$ cat src/rtl/uart_pkg.sv
// Shared definitions for the UART receiver (and a future transmitter).
// Contents: receive FSM state enum, parity-mode encodings, parity-enable helper.
package uart_pkg;

  typedef enum logic [2:0] {
    IDLE    = 3'd0,
    START   = 3'd1,
    DATA    = 3'd2,
    PARITY  = 3'd3,
    STOP    = 3'd4,
    WAIT_HI = 3'd5
  } rx_state_e;

  localparam logic [1:0] PAR_NONE = 2'b00;
  localparam logic [1:0] PAR_EVEN = 2'b01;
  localparam logic [1:0] PAR_ODD  = 2'b10;

  // 2'b11 is treated as "no parity", same as PAR_NONE.
  function automatic logic par_enabled(input logic [1:0] mode);
    return (mode == PAR_EVEN) || (mode == PAR_ODD);
  endfunction

endpackage

$ cat src/rtl/uart_baud_tick.sv
// Baud tick generator: one-clock tick every baud_div+1 clocks.
// Ports: clk, reset (sync, active-high), baud_div (divider minus one), tick (registered).
module uart_baud_tick #(
  parameter int unsigned DIV_W = 16
) (
  input  logic             clk,
  input  logic             reset,
  input  logic [DIV_W-1:0] baud_div,
  output logic             tick
);

  logic [DIV_W-1:0] cnt_q, cnt_d;
  logic             tick_q, tick_d;

  // Wrap with >= so a divider lowered below the current count recovers at once.
  always_comb begin
    cnt_d  = cnt_q + DIV_W'(1);
    tick_d = 1'b0;
    if (cnt_q >= baud_div) begin
      cnt_d  = '0;
      tick_d = 1'b1;
    end
  end

  always_ff @(posedge clk) begin
    if (reset) begin
      cnt_q  <= '0;
      tick_q <= 1'b0;
    end else begin
      cnt_q  <= cnt_d;
      tick_q <= tick_d;
    end
  end

  assign tick = tick_q;

endmodule

$ cat src/rtl/uart_rx_param.sv
// Parametrised UART receiver with ready/valid output and error pulses.
// Ports: clk, reset (sync, active-high), Rx_EN, RxD (async line), baud_div,
//        parity_mode, stop_bits -> Rx_DATA/Rx_VALID (held, Rx_READY handshake),
//        Rx_PERROR/Rx_FERROR/Rx_OERROR/Rx_BREAK (1-cycle pulses).
// Build option: define UART_RX_MAJORITY_EN for 2-of-3 voting around mid-bit;
// otherwise a single sample is taken at sub-tick OVS/2.
module uart_rx_param
  import uart_pkg::*;
#(
  parameter int unsigned DATA_W = 8,
  parameter int unsigned OVS    = 16,
  parameter int unsigned DIV_W  = 16
) (
  input  logic              clk,
  input  logic              reset,
  input  logic              Rx_EN,
  input  logic              RxD,
  input  logic [DIV_W-1:0]  baud_div,
  input  logic [1:0]        parity_mode,
  input  logic              stop_bits,
  output logic [DATA_W-1:0] Rx_DATA,
  output logic              Rx_VALID,
  input  logic              Rx_READY,
  output logic              Rx_PERROR,
  output logic              Rx_FERROR,
  output logic              Rx_OERROR,
  output logic              Rx_BREAK
);

  localparam int unsigned SUB_W = $clog2(OVS);
  localparam int unsigned BIT_W = $clog2(DATA_W);

  rx_state_e         state_q, state_d;
  logic [SUB_W-1:0]  sub_q, sub_d;
  logic [BIT_W-1:0]  bit_q, bit_d;
  logic [DATA_W-1:0] shf_q, shf_d;
  logic              par_q, par_d;
  logic              stop2_q, stop2_d;   // first of two stop bits already sampled
  logic              sbad_q, sbad_d;     // first of two stop bits was 0
  logic [DATA_W-1:0] data_q, data_d;
  logic              valid_q, valid_d;
  logic              perr_q, perr_d;
  logic              ferr_q, ferr_d;
  logic              oerr_q, oerr_d;
  logic              brk_q, brk_d;
  logic              rx_meta_q, rxs_q;
  logic              tick;
  logic              samp_en_c, samp_c;
  logic              bit_end_c, par_en_c, exp_par_c;
  logic              stop_bad_c, brk_c, par_bad_c;

  uart_baud_tick #(.DIV_W(DIV_W)) u_baud (
    .clk      (clk),
    .reset    (reset),
    .baud_div (baud_div),
    .tick     (tick)
  );

  // Two-flop synchroniser; resets to the idle-high level.
  always_ff @(posedge clk) begin
    if (reset) begin
      rx_meta_q <= 1'b1;
      rxs_q     <= 1'b1;
    end else begin
      rx_meta_q <= RxD;
      rxs_q     <= rx_meta_q;
    end
  end

`ifdef UART_RX_MAJORITY_EN
  // Collect votes at OVS/2-1 and OVS/2; decide with the live sample at OVS/2+1.
  logic [1:0] vote_q, vote_d;

  always_comb begin
    vote_d = vote_q;
    if (tick && (sub_q == SUB_W'(OVS/2 - 1))) vote_d[0] = rxs_q;
    if (tick && (sub_q == SUB_W'(OVS/2)))     vote_d[1] = rxs_q;
  end

  always_ff @(posedge clk) begin
    if (reset) vote_q <= 2'b11;
    else       vote_q <= vote_d;
  end

  assign samp_en_c = tick && (sub_q == SUB_W'(OVS/2 + 1));
  assign samp_c    = (vote_q[0] & vote_q[1]) | (vote_q[0] & rxs_q) | (vote_q[1] & rxs_q);
`else
  assign samp_en_c = tick && (sub_q == SUB_W'(OVS/2));
  assign samp_c    = rxs_q;
`endif

  assign bit_end_c  = tick && (sub_q == SUB_W'(OVS - 1));
  assign par_en_c   = par_enabled(parity_mode);
  assign exp_par_c  = (parity_mode == PAR_EVEN) ? ^shf_q : ~^shf_q;
  // Frame verdict terms, meaningful only on the last stop-bit sample.
  assign stop_bad_c = sbad_q | ~samp_c;
  assign brk_c      = (shf_q == '0) && (!par_en_c || !par_q) && !samp_c && (!stop_bits || sbad_q);
  assign par_bad_c  = par_en_c && (par_q != exp_par_c);

  // Next-state, datapath and output-pulse logic.
  always_comb begin
    state_d = state_q;
    sub_d   = sub_q;
    bit_d   = bit_q;
    shf_d   = shf_q;
    par_d   = par_q;
    stop2_d = stop2_q;
    sbad_d  = sbad_q;
    data_d  = data_q;
    valid_d = valid_q;
    perr_d  = 1'b0;
    ferr_d  = 1'b0;
    oerr_d  = 1'b0;
    brk_d   = 1'b0;

    if (valid_q && Rx_READY) valid_d = 1'b0;

    if (!Rx_EN) begin
      state_d = IDLE;
      sub_d   = '0;
    end else begin
      if (tick && (state_q inside {START, DATA, PARITY, STOP}))
        sub_d = (sub_q == SUB_W'(OVS - 1)) ? '0 : sub_q + SUB_W'(1);

      case (state_q)
        IDLE: begin
          if (tick && !rxs_q) begin
            state_d = START;
            sub_d   = '0;
            bit_d   = '0;
            stop2_d = 1'b0;
            sbad_d  = 1'b0;
          end
        end
        START: begin
          if (samp_en_c && samp_c) begin
            state_d = IDLE;        // false start
            sub_d   = '0;
          end else if (bit_end_c) begin
            state_d = DATA;
          end
        end
        DATA: begin
          if (samp_en_c) shf_d = {samp_c, shf_q[DATA_W-1:1]};
          if (bit_end_c) begin
            if (bit_q == BIT_W'(DATA_W - 1)) state_d = par_en_c ? PARITY : STOP;
            else                             bit_d   = bit_q + BIT_W'(1);
          end
        end
        PARITY: begin
          if (samp_en_c) par_d = samp_c;
          if (bit_end_c) state_d = STOP;
        end
        STOP: begin
          if (samp_en_c) begin
            if (stop_bits && !stop2_q) begin
              stop2_d = 1'b1;
              sbad_d  = ~samp_c;
            end else begin
              state_d = IDLE;
              sub_d   = '0;
              if (brk_c) begin
                brk_d   = 1'b1;
                ferr_d  = 1'b1;
                state_d = WAIT_HI;
              end else if (stop_bad_c) begin
                ferr_d = 1'b1;
              end else if (par_bad_c) begin
                perr_d = 1'b1;
              end else if (valid_q && !Rx_READY) begin
                oerr_d = 1'b1;
              end else begin
                data_d  = shf_q;
                valid_d = 1'b1;
              end
            end
          end
        end
        WAIT_HI: begin
          if (tick && rxs_q) state_d = IDLE;
        end
        default: state_d = IDLE;
      endcase
    end
  end

  always_ff @(posedge clk) begin
    if (reset) begin
      state_q <= IDLE;
      sub_q   <= '0;
      bit_q   <= '0;
      shf_q   <= '0;
      par_q   <= 1'b0;
      stop2_q <= 1'b0;
      sbad_q  <= 1'b0;
      data_q  <= '0;
      valid_q <= 1'b0;
      perr_q  <= 1'b0;
      ferr_q  <= 1'b0;
      oerr_q  <= 1'b0;
      brk_q   <= 1'b0;
    end else begin
      state_q <= state_d;
      sub_q   <= sub_d;
      bit_q   <= bit_d;
      shf_q   <= shf_d;
      par_q   <= par_d;
      stop2_q <= stop2_d;
      sbad_q  <= sbad_d;
      data_q  <= data_d;
      valid_q <= valid_d;
      perr_q  <= perr_d;
      ferr_q  <= ferr_d;
      oerr_q  <= oerr_d;
      brk_q   <= brk_d;
    end
  end

  assign Rx_DATA   = data_q;
  assign Rx_VALID  = valid_q;
  assign Rx_PERROR = perr_q;
  assign Rx_FERROR = ferr_q;
  assign Rx_OERROR = oerr_q;
  assign Rx_BREAK  = brk_q;

endmodule

$ cat config.mk
export PLATFORM = sky130hd
export DESIGN_NAME = uart_rx_param
export DESIGN_NICKNAME = d
export VERILOG_FILES = /design/src/rtl/uart_pkg.sv /design/src/rtl/uart_baud_tick.sv /design/src/rtl/uart_rx_param.sv
export SDC_FILE = /design/constraint.sdc
export NUM_CORES = 1
export LEC_CHECK = 0
export BUFFER_PORTS_ARGS = -buffer_cell sky130_fd_sc_hd__buf_2
export CORE_AREA = 5 5 81 83
export CTS_BUF_LIST = sky130_fd_sc_hd__clkbuf_4
export DETAILED_ROUTE_END_ITERATION = 7
export DIE_AREA = 0 0 86 88
export PLACE_DENSITY = 0.74
export SYNTH_ARGS = -nofsm -noshare
export SYNTH_HDL_FRONTEND = slang
export SYNTH_SLANG_ARGS = --single-unit
$ cat constraint.sdc
create_clock -name clk -period 2.6 [get_ports clk]
set_input_delay 0 -clock clk [delete_from_list [all_inputs] [get_ports clk]]
set_output_delay 0 -clock clk [all_outputs]
set_load 0.03 [all_outputs]
==> results.sh, run 1 <==
export IMPL_hold_class="input port to flop"
export IMPL_cts_sinks=53
export IMPL_cap_violations=0
export IMPL_htreeDepth=2
export IMPL_synth_seq_cells=53
export IMPL_synth_top_area_share=0.351
export IMPL_synth_seq_area_share=0.351
export IMPL_synth_top_cells_by_area="dfxtp_1 (35%), ha_1 (11%), mux2i_1 (6.3%)"
export IMPL_synth_most_common_cell="dfxtp_1"
export IMPL_cts_buffers=5
export IMPL_yosysWarningCount=0
export IMPL_drv_slew=0
export IMPL_synthFlopType="dfxtp_1"
export IMPL_antenna_cells=0
export IMPL_dieArea_sq_mm=0.00757
export IMPL_grt_pass1_vias=2306
export IMPL_grt_first_pass_wirelength_um=9920
export IMPL_relSlewSlack=0.436
export IMPL_clk_latency_ps=380
export IMPL_dr_pass1_iters=4
export IMPL_synth_commonest_cells="dfxtp_1 (53), nor2_1 (34), inv_1 (29), ha_1 (26), mux2i_1 (19)"
export IMPL_worst_ir_drop_vdd_uv=353
export IMPL_syn2layout_area_growth_pct=12.1
export IMPL_crit_path_end_kind="flop"
export IMPL_overflow=0
export IMPL_arrival_ps=2480
export IMPL_holdWs_ps=26.1
export IMPL_vias_per_cell=5.24
export IMPL_nNetsFinal=424
export IMPL_cts_tree="done"
export IMPL_post_synth_top_area_cell="dfxtp_1"
export IMPL_yosys_cell_types_count=60
export IMPL_clock_skew_ps=16.4
export IMPL_fin_ws_ps=415
export IMPL_globalplace_congestion=0.804
export IMPL_powerDensity_mw_per_mm2=411
export IMPL_tns_ps=0
export IMPL_cts_root_buf="clkbuf_4"
export IMPL_setup_violations=0
export IMPL_fmax_mhz=458
export IMPL_worst_slew_pin_slew_ps=846
export IMPL_drt_iter0_markers=97
export IMPL_startpoint_type="flop"
export IMPL_stdcell_area_sq_mm=0.00339
export IMPL_dp_cells=439
export IMPL_wirelength_um=5580
export IMPL_wl_per_cell_um=12.4
export IMPL_globalRouteTotalUtil=0.160
export IMPL_p_leak_nw=1.55
export IMPL_synth_edff_count=0
export IMPL_placed_area_sq_mm=0.00328
export IMPL_finalHoldViolations=0
export IMPL_synth_area_sq_mm=0.00303
export IMPL_synth_cells=335
export IMPL_antenna_found_initial=0
export IMPL_avgSynthCellArea_sq_um=9.03
export IMPL_required_ps=2890
export IMPL_stdcell_count=450
export IMPL_fin_crit_sh=0.840
export IMPL_worstSetupPathType="flop to flop"
export IMPL_ios=37
export IMPL_drive_gt1_frac=0.197
export IMPL_grt_max_degree=18
export IMPL_period_needed_ps=2180
export IMPL_hpwl_um=4220
export IMPL_clk_pin_slew_worst_paths_ps=160
export IMPL_drc=0
export IMPL_io_buffers=36
export IMPL_pre_cts_slack_ps=435
export IMPL_crit_fanout=8
export IMPL_initial_core_util=0.523
export IMPL_die_x_um=86
export IMPL_ys_async_sr_fraction=0
export IMPL_drtAntennaViolNets=0
export IMPL_syn_nets=385
export IMPL_postCtsSetupRepairBufs=0
export IMPL_status="complete, no violations"
export IMPL_core_area_sq_mm=0.00578
export IMPL_vias=2356
export IMPL_std_cell_rows=28
export IMPL_die_y_um=88
export IMPL_rsz0062_at_grt="false"
export IMPL_clockBufferDepth=2
[layout make-up]
type	instances	area, sq um
fill	519	2390
clock buffer	5	37.5
sequential	53	1060
multi-input combinational	241	1810
timing repair buffer	42	233
tap	75	93.8
inverter	31	116
clock inverter	3	43.8
[critical path, stage by stage (launching register included)]
cell and delay [ps]:
dfxtp_1 410, inv_1 60, ha_1 300, xnor2_1 140, xnor3_1 490, o211ai_4 390
mux2i_1 250, nor2_1 50
[logic make-up after synthesis]
family / Yosys count / share of synthesized area
AND/OR/NAND/NOR: 130 / 0.244
flip-flops: 53 / 0.351
AO/OA/AOI/OAI: 46 / 0.120
buffers and inverters: 41 / 0.0525
adder cells (fa/ha/maj): 26 / 0.108
multiplexers: 20 / 0.0666
XOR/XNOR: 19 / 0.0596
[metrics by stage]
| step | utilization | total power [mW] |
|---|---|---|
| global placement | 0.567 | 0.931 |
| CTS | 0.587 | 1.41 |
| detailed placement | 0.567 | 0.934 |
| finish | 0.587 | 1.39 |
| global route | 0.587 | 1.45 |
| floorplan | - | 0.901 |
[final timing paths]
check        startpoint    endpoint  slack (ps)  depth (start not counted)
max reg2reg    shf_q[2]  Rx_DATA[1]         420                          7
max            shf_q[2]  Rx_DATA[1]         420                          7
min               Rx_EN  state_q[1]          30                          3
min reg2reg   rx_meta_q       rxs_q         430                          1
[sequential cells by signal (all words and copies together) (netlist names)]
signal / cells
Rx_BREAK: 1
Rx_DATA: 8
Rx_FERROR: 1
Rx_OERROR: 1
Rx_PERROR: 1
Rx_VALID: 1
bit_q: 3
par_q: 1
rx_meta_q: 1
rxs_q: 1
sbad_q: 1
shf_q: 8
state_q: 3
stop2_q: 1
sub_q: 4
u_baud.cnt_q: 16
u_baud.tick: 1
[layer usage]
metal / global-route usage / share of wire / vias up
met5: 0 / 0 / -
met4: 0.0547 / 0.016 / 0
met3: 0.0376 / 0.037 / 8
met2: 0.261 / 0.46 / 29
met1: 0.208 / 0.49 / 1075
li1: - / - / 1244
[timing repair]
action,CTS,global route
gates resized for setup,0,0
endpoints found under the hold margin,15,0
hold buffers,3,0
[placed cells by master (no fill, tap or decap), types with 11 or more instances in the layout]
master   count
nor2_1      34
mux2i_1     19
inv_1       29
dfxtp_1     53
nand3_1     16
ha_1        26
nand2_1     18
buf_2       36
xor2_1      11
a21oi_1     14
[report_power, final]
part	switching, mW	internal, mW	total, mW
logic	0.0509	0.0426	0.0935
registers	0.00750	0.818	0.826
clock network	0.270	0.205	0.474
total	0.328	1.07	1.39
No activity file was read; power rests on OpenSTA's default activity.
==> run 2: changes to the inputs <==
Settings changed: ABC_AREA set to 1, PLACE_DENSITY 0.74 to 0.78.
Clock period 2.6 ns to 2 ns, I/O delays scaled along.
==> run 2 against run 1 <==
  * Setup slack worse by 220 ps
  * Critical path depth up 5
  * Final cell count up 26%
  * Clock-buffer cell count up 1
  * Flip-flop and latch count unchanged
  * Critical path type unchanged
  * Sequential power up 31%
  * Design area up 2.1%
  * Worst hold slack better by 33 ps
==> results.sh, run 2 <==
export IMPL_worstSetupPathType="flop to flop"
export IMPL_globalRouteTotalUtil=0.177
export IMPL_synth_area_sq_mm=0.00308
export IMPL_grt_first_pass_wirelength_um=11100
export IMPL_holdWs_ps=58.6
export IMPL_wl_met1_um=2910
export IMPL_core_area_sq_mm=0.00578
export IMPL_startpoint_type="flop"
export IMPL_nNetsFinal=543
export IMPL_top_register="u_baud.cnt_q"
export IMPL_cp_slowest_stage_delay_ps=380
export IMPL_cts_sinks=53
export IMPL_clk_latency_ps=390
export IMPL_crit_fanout=8
export IMPL_switchingPower_uw=474
export IMPL_crit_path_end_kind="flop"
export IMPL_yosysWarningCount=0
export IMPL_drc=0
export IMPL_cts_buffers=5
export IMPL_synth_commonest_cells="nand2_1 (86), inv_1 (79), nor2_1 (76), dfxtp_1 (53), a21oi_1 (29)"
export IMPL_most_common_layout_cells="nand2_1 (86), inv_1 (79), nor2_1 (76)"
export IMPL_antenna_cells=0
export IMPL_ys_async_sr_fraction=0
export IMPL_grt_pass1_vias=2700
export IMPL_crit_family="simple AND/OR/NAND/NOR gates"
export IMPL_wl_per_cell_um=11.2
export IMPL_vias_per_cell=4.89
export IMPL_wl_met2_um=3170
export IMPL_initial_core_util=0.533
export IMPL_clk_pin_slew_worst_paths_ps=160
export IMPL_antenna_found_initial=0
export IMPL_wirelength_um=6370
export IMPL_std_cell_rows=28
export IMPL_avgSynthCellArea_sq_um=6.90
export IMPL_p_sw_frac=0.268
export IMPL_overflow=0
export IMPL_die_x_um=86
export IMPL_multiInputGateArea_sq_mm=0.00168
export IMPL_dieArea_sq_mm=0.00757
export IMPL_synthFlopType="dfxtp_1"
export IMPL_drive_gt1_frac=0.144
export IMPL_synth_most_common_cell="nand2_1"
export IMPL_worst_ir_drop_vdd_uv=233
export IMPL_crit_buf_inv=3
export IMPL_powerDensity_mw_per_mm2=510
export IMPL_post_synth_top_area_cell="dfxtp_1"
export IMPL_required_ps=2300
export IMPL_yosys_cell_types_count=27
export IMPL_met3RoutedLength_um=216
export IMPL_relSlewSlack=0.707
export IMPL_final_common_cell="nand2_1"
export IMPL_fmax_mhz=553
export IMPL_synth_top_area_share=0.344
export IMPL_synth_seq_area_share=0.344
export IMPL_cp_slowest_cell="dfxtp_1"
export IMPL_postCtsSetupRepairBufs=0
export IMPL_regArea_sq_mm=0.00106
export IMPL_setup_violations=0
export IMPL_hpwl_um=4990
export IMPL_globalplace_congestion=0.902
export IMPL_cts_tree="done"
export IMPL_drv_slew=0
export IMPL_grt_max_degree=20
export IMPL_dr_pass1_iters=7
export IMPL_ios=37
export IMPL_power_frac_comb=0.101
export IMPL_clock_skew_ps=11.6
export IMPL_fin_crit_sh=0.904
export IMPL_period_needed_ps=1810
export IMPL_crit_chain="inv_1 > ha_1 > inv_1 > nand2_1 > nand3_1 > nand2_1 > inv_1 > nand2_1 > nand3_2 > nand3_2 > nor2_1 > nor2_1"
export IMPL_syn_nets=497
export IMPL_cts_root_buf="clkbuf_4"
export IMPL_synth_top_cells_by_area="dfxtp_1 (34%), ha_1 (11%), nand2_1 (10%)"
export IMPL_syn2layout_area_growth_pct=12.3
export IMPL_drt_iter0_markers=87
export IMPL_finalHoldViolations=0
export IMPL_cap_violations=0
export IMPL_fillCellCount=552
export IMPL_status="complete, no violations"
export IMPL_arrival_ps=2110
export IMPL_drtAntennaViolNets=0
export IMPL_htreeDepth=2
export IMPL_io_buffers=36
export IMPL_clockPowerShare=0.288
export IMPL_vias=2783
export IMPL_synth_cells=447
export IMPL_worst_slew_pin_slew_ps=438
export IMPL_p_leak_nw=1.66
export IMPL_largest_register_ff_count=16
export IMPL_clockBufferDepth=2
export IMPL_rsz0062_at_grt="true"
export IMPL_synth_seq_cells=53
export IMPL_die_y_um=88
export IMPL_synth_edff_count=0
export IMPL_fin_total_pwr_mw=1.77
export IMPL_p_int_mw=1.29
export IMPL_p_seq_frac=0.611
export IMPL_top_layer="met4"
export IMPL_hold_class="input port to flop"
==> run 2: cell types whose count changed after synthesis, moves of 13 or more <==
cell / delta
o21ai_0: +13
nor2_1: +42
mux2i_1: -19
inv_1: +50
nand2_1: +68
a21oi_1: +15
==> run 2: kinds of logic after synthesis <==
| kind of cell | count (synthesis) | synth area share |
|---|---|---|
| XOR/XNOR | 13 | 0.0369 |
| flip-flops | 53 | 0.344 |
| buffers and inverters | 88 | 0.115 |
| adder cells (fa/ha/maj) | 26 | 0.106 |
| AND/OR/NAND/NOR | 220 | 0.321 |
| AO/OA/AOI/OAI | 47 | 0.0779 |
==> run 2: timing repair <==
item	CTS	global route
setup endpoints to repair	0	8
hold buffers	5	0
endpoints found under the hold margin	8	0
gates resized for setup	0	2
==> run 2: final timing paths <==
path              from          to  slack, ps  cells past startpoint
min          stop_bits    Rx_BREAK         60                      5
max reg2reg   shf_q[0]  Rx_DATA[5]        190                     12
min reg2reg  rx_meta_q       rxs_q        430                      1
max           shf_q[0]  Rx_DATA[5]        190                     12
==> run 2: area by class of cell <==
cell class / instances / area share
inverters: 81 / 0.0878
clock inverters: 2 / 0.00434
multi-input cells: 307 / 0.486
clock buffers: 6 / 0.0130
repair buffers: 45 / 0.0751
well taps: 75 / 0.0271
flip-flops and latches: 53 / 0.307
==> run 2: routing by layer <==
| metal | vias to the layer above | global-route usage |
|---|---|---|
| met2 | 41 | 0.322 |
| met4 | 0 | 0.0504 |
| met1 | 1256 | 0.211 |
| met3 | 10 | 0.0339 |
| met5 | - | 0 |
| li1 | 1476 | - |
==> run 2: stage by stage <==
| stage | cell area, sq um | cells | util | worst slack [ps] | TNS [ps] |
|---|---|---|---|---|---|
| after floorplan | 3080 | 447 | - | 364 | 0 |
| after global placement | 3340 | 555 | 0.577 | 272 | 0 |
| after detailed placement | 3340 | 555 | 0.577 | 167 | 0 |
| after CTS | 3450 | 568 | 0.596 | 129 | 0 |
| after global routing | 3460 | 569 | 0.599 | -7.02 | -7.02 |
| final | 3460 | 569 | 0.599 | 192 | 0 |
==> run 2: worst register-to-register path: cells and delay by family, from the launching register on <==
family	cells	cell delay (ps)
simple gates	8	800
buf+inv	3	200
flops	1	380
fa+ha+maj	1	320
==> run 2: power by group through the flow <==
stage / combinational [mW] / clock, mW / sequential [mW]
after floorplan: 0.121 / 0 / 1.10
after global placement: 0.165 / 0 / 1.10
after detailed placement: 0.170 / 0 / 1.10
after CTS: 0.179 / 0.526 / 1.08
after global routing: 0.208 / 0.562 / 1.08
final: 0.179 / 0.508 / 1.08
==> run 3: changes to the inputs <==
Settings changed: CORE_AREA 5 5 81 83 to 5 5 83 85, CTS_BUF_LIST sky130_fd_sc_hd__clkbuf_4 to not set, DIE_AREA 0 0 86 88 to 0 0 88 90, PLACE_DENSITY 0.78 to 0.75.
==> run 3 against run 2 <==
  * Sequential power about the same
  * Power increased by 5.9%
  * Critical path type unchanged
  * Design area decreased by 0.18%
==> results.sh, run 3 (synthesis results as in run 2) <==
export IMPL_die_x_um=88
export IMPL_clk_pin_slew_worst_paths_ps=100
export IMPL_core_area_sq_mm=0.00613
export IMPL_grt_max_degree=21
export IMPL_p_leak_nw=1.65
export IMPL_grt_pass1_vias=2635
export IMPL_wirelength_um=6250
export IMPL_stdcell_count=566
export IMPL_worstSetupPathType="flop to flop"
export IMPL_tns_ps=0
export IMPL_worst_ir_drop_vdd_uv=378
export IMPL_grt_first_pass_wirelength_um=10900
export IMPL_hold_class="input port to flop"
export IMPL_cts_tree="done"
export IMPL_dieArea_sq_mm=0.00792
export IMPL_clockBufferDepth=2
export IMPL_vias=2751
export IMPL_std_cell_rows=29
export IMPL_dp_cells=555
export IMPL_crit_path_end_kind="flop"
export IMPL_final_common_cell="nand2_1"
export IMPL_drv_slew=0
export IMPL_wl_per_cell_um=11.0
export IMPL_antenna_cells=0
export IMPL_period_needed_ps=1830
export IMPL_syn2layout_area_growth_pct=12.1
export IMPL_startpoint_type="flop"
export IMPL_globalRouteTotalUtil=0.165
export IMPL_largest_register_ff_count=16
export IMPL_overflow=0
export IMPL_finalHoldViolations=0
export IMPL_vias_per_cell=4.86
export IMPL_die_y_um=90
export IMPL_fin_crit_sh=0.915
export IMPL_required_ps=2210
export IMPL_globalplace_congestion=0.862
export IMPL_fmax_mhz=546
export IMPL_nNetsFinal=538
export IMPL_antenna_found_initial=0
export IMPL_dr_pass1_iters=4
export IMPL_clk_latency_ps=310
export IMPL_drive_gt1_frac=0.139
export IMPL_powerDensity_mw_per_mm2=541
export IMPL_ios=37
export IMPL_clock_skew_ps=13.2
export IMPL_status="complete, no violations"
export IMPL_most_common_layout_cells="nand2_1 (86), inv_1 (79), nor2_1 (76)"
export IMPL_initial_core_util=0.503
export IMPL_io_buffers=36
export IMPL_drc=0
export IMPL_cap_violations=0
export IMPL_cts_buffers=5
export IMPL_crit_fanout=8
export IMPL_htreeDepth=2
export IMPL_drtAntennaViolNets=0
export IMPL_arrival_ps=2040
export IMPL_hpwl_um=4900
export IMPL_cts_root_buf="clkbuf_8"
export IMPL_drt_iter0_markers=127
export IMPL_setup_violations=0
export IMPL_relSlewSlack=0.656
export IMPL_cts_sinks=53
export IMPL_top_register="u_baud.cnt_q"
export IMPL_worst_slew_pin_slew_ps=516
run 3: cell type report:
type	instances	area, sq um
fillers	608	2680
clock buffers	5	68.8
inverters	81	304
multi-input cells	307	1690
well taps	77	96.3
flip-flops and latches	53	1060
clock inverters	3	21.3
repair buffers	40	215
run 3: worst max-delay path, stage by stage, from the launching register on:
cell and delay [ps]:
dfxtp_1 370, inv_1 70, ha_1 330, inv_1 90, nand2_1 80, nand2_1 80, nand2_1 50, nand2_1 60
nand2_1 90, nand3_4 120, nand3_2 180, nor2_1 160, nor2_1 60
run 3: what timing repair did:
item	4_1_cts	5_1_grt
endpoints found under the setup margin	0	8
setup buffers	0	0
gates resized for setup	0	2
hold buffers	2	0
endpoints found under the hold margin	6	0
run 3: final timing paths:
path | from | endpoint | slack [ps] | depth (start not counted)
setup reg to reg | shf_q[4] | Rx_DATA[5] | 170 | 12
hold reg to reg | rx_meta_q | rxs_q | 410 | 1
hold / removal | Rx_EN | par_q | 30 | 3
setup / recovery | shf_q[4] | Rx_DATA[5] | 170 | 12
run 3: per-stage QoR:
step	utilization	total power [mW]	instance area, sq um	setup slack [ps]	hold slack (ps)
3_3_place_gp	0.542	1.26	3320	218	198
2_1_floorplan	-	1.22	3080	364	104
6_report	0.564	1.87	3460	170	33.6
3_5_place_dp	0.542	1.27	3320	146	199
5_1_grt	0.564	1.96	3460	-2.98	48.4
4_1_cts	0.560	1.89	3430	118	25.2
run 3: metal layers:
metal / vias to the layer above / track usage / share of wire
met4: 0 / 0.0448 / 0.012
met3: 7 / 0.0293 / 0.038
li1: 1475 / - / -
met2: 41 / 0.296 / 0.51
met5: - / 0 / 0
met1: 1228 / 0.199 / 0.44
run 3: where the power goes:
| part | leakage (nW) | total [mW] | internal [mW] | switching [mW] |
|---|---|---|---|---|
| clock network | 0.0445 | 0.621 | 0.249 | 0.372 |
| registers | 0.428 | 1.08 | 1.06 | 0.0113 |
| logic | 1.18 | 0.173 | 0.0680 | 0.105 |
| total | 1.65 | 1.87 | 1.38 | 0.488 |
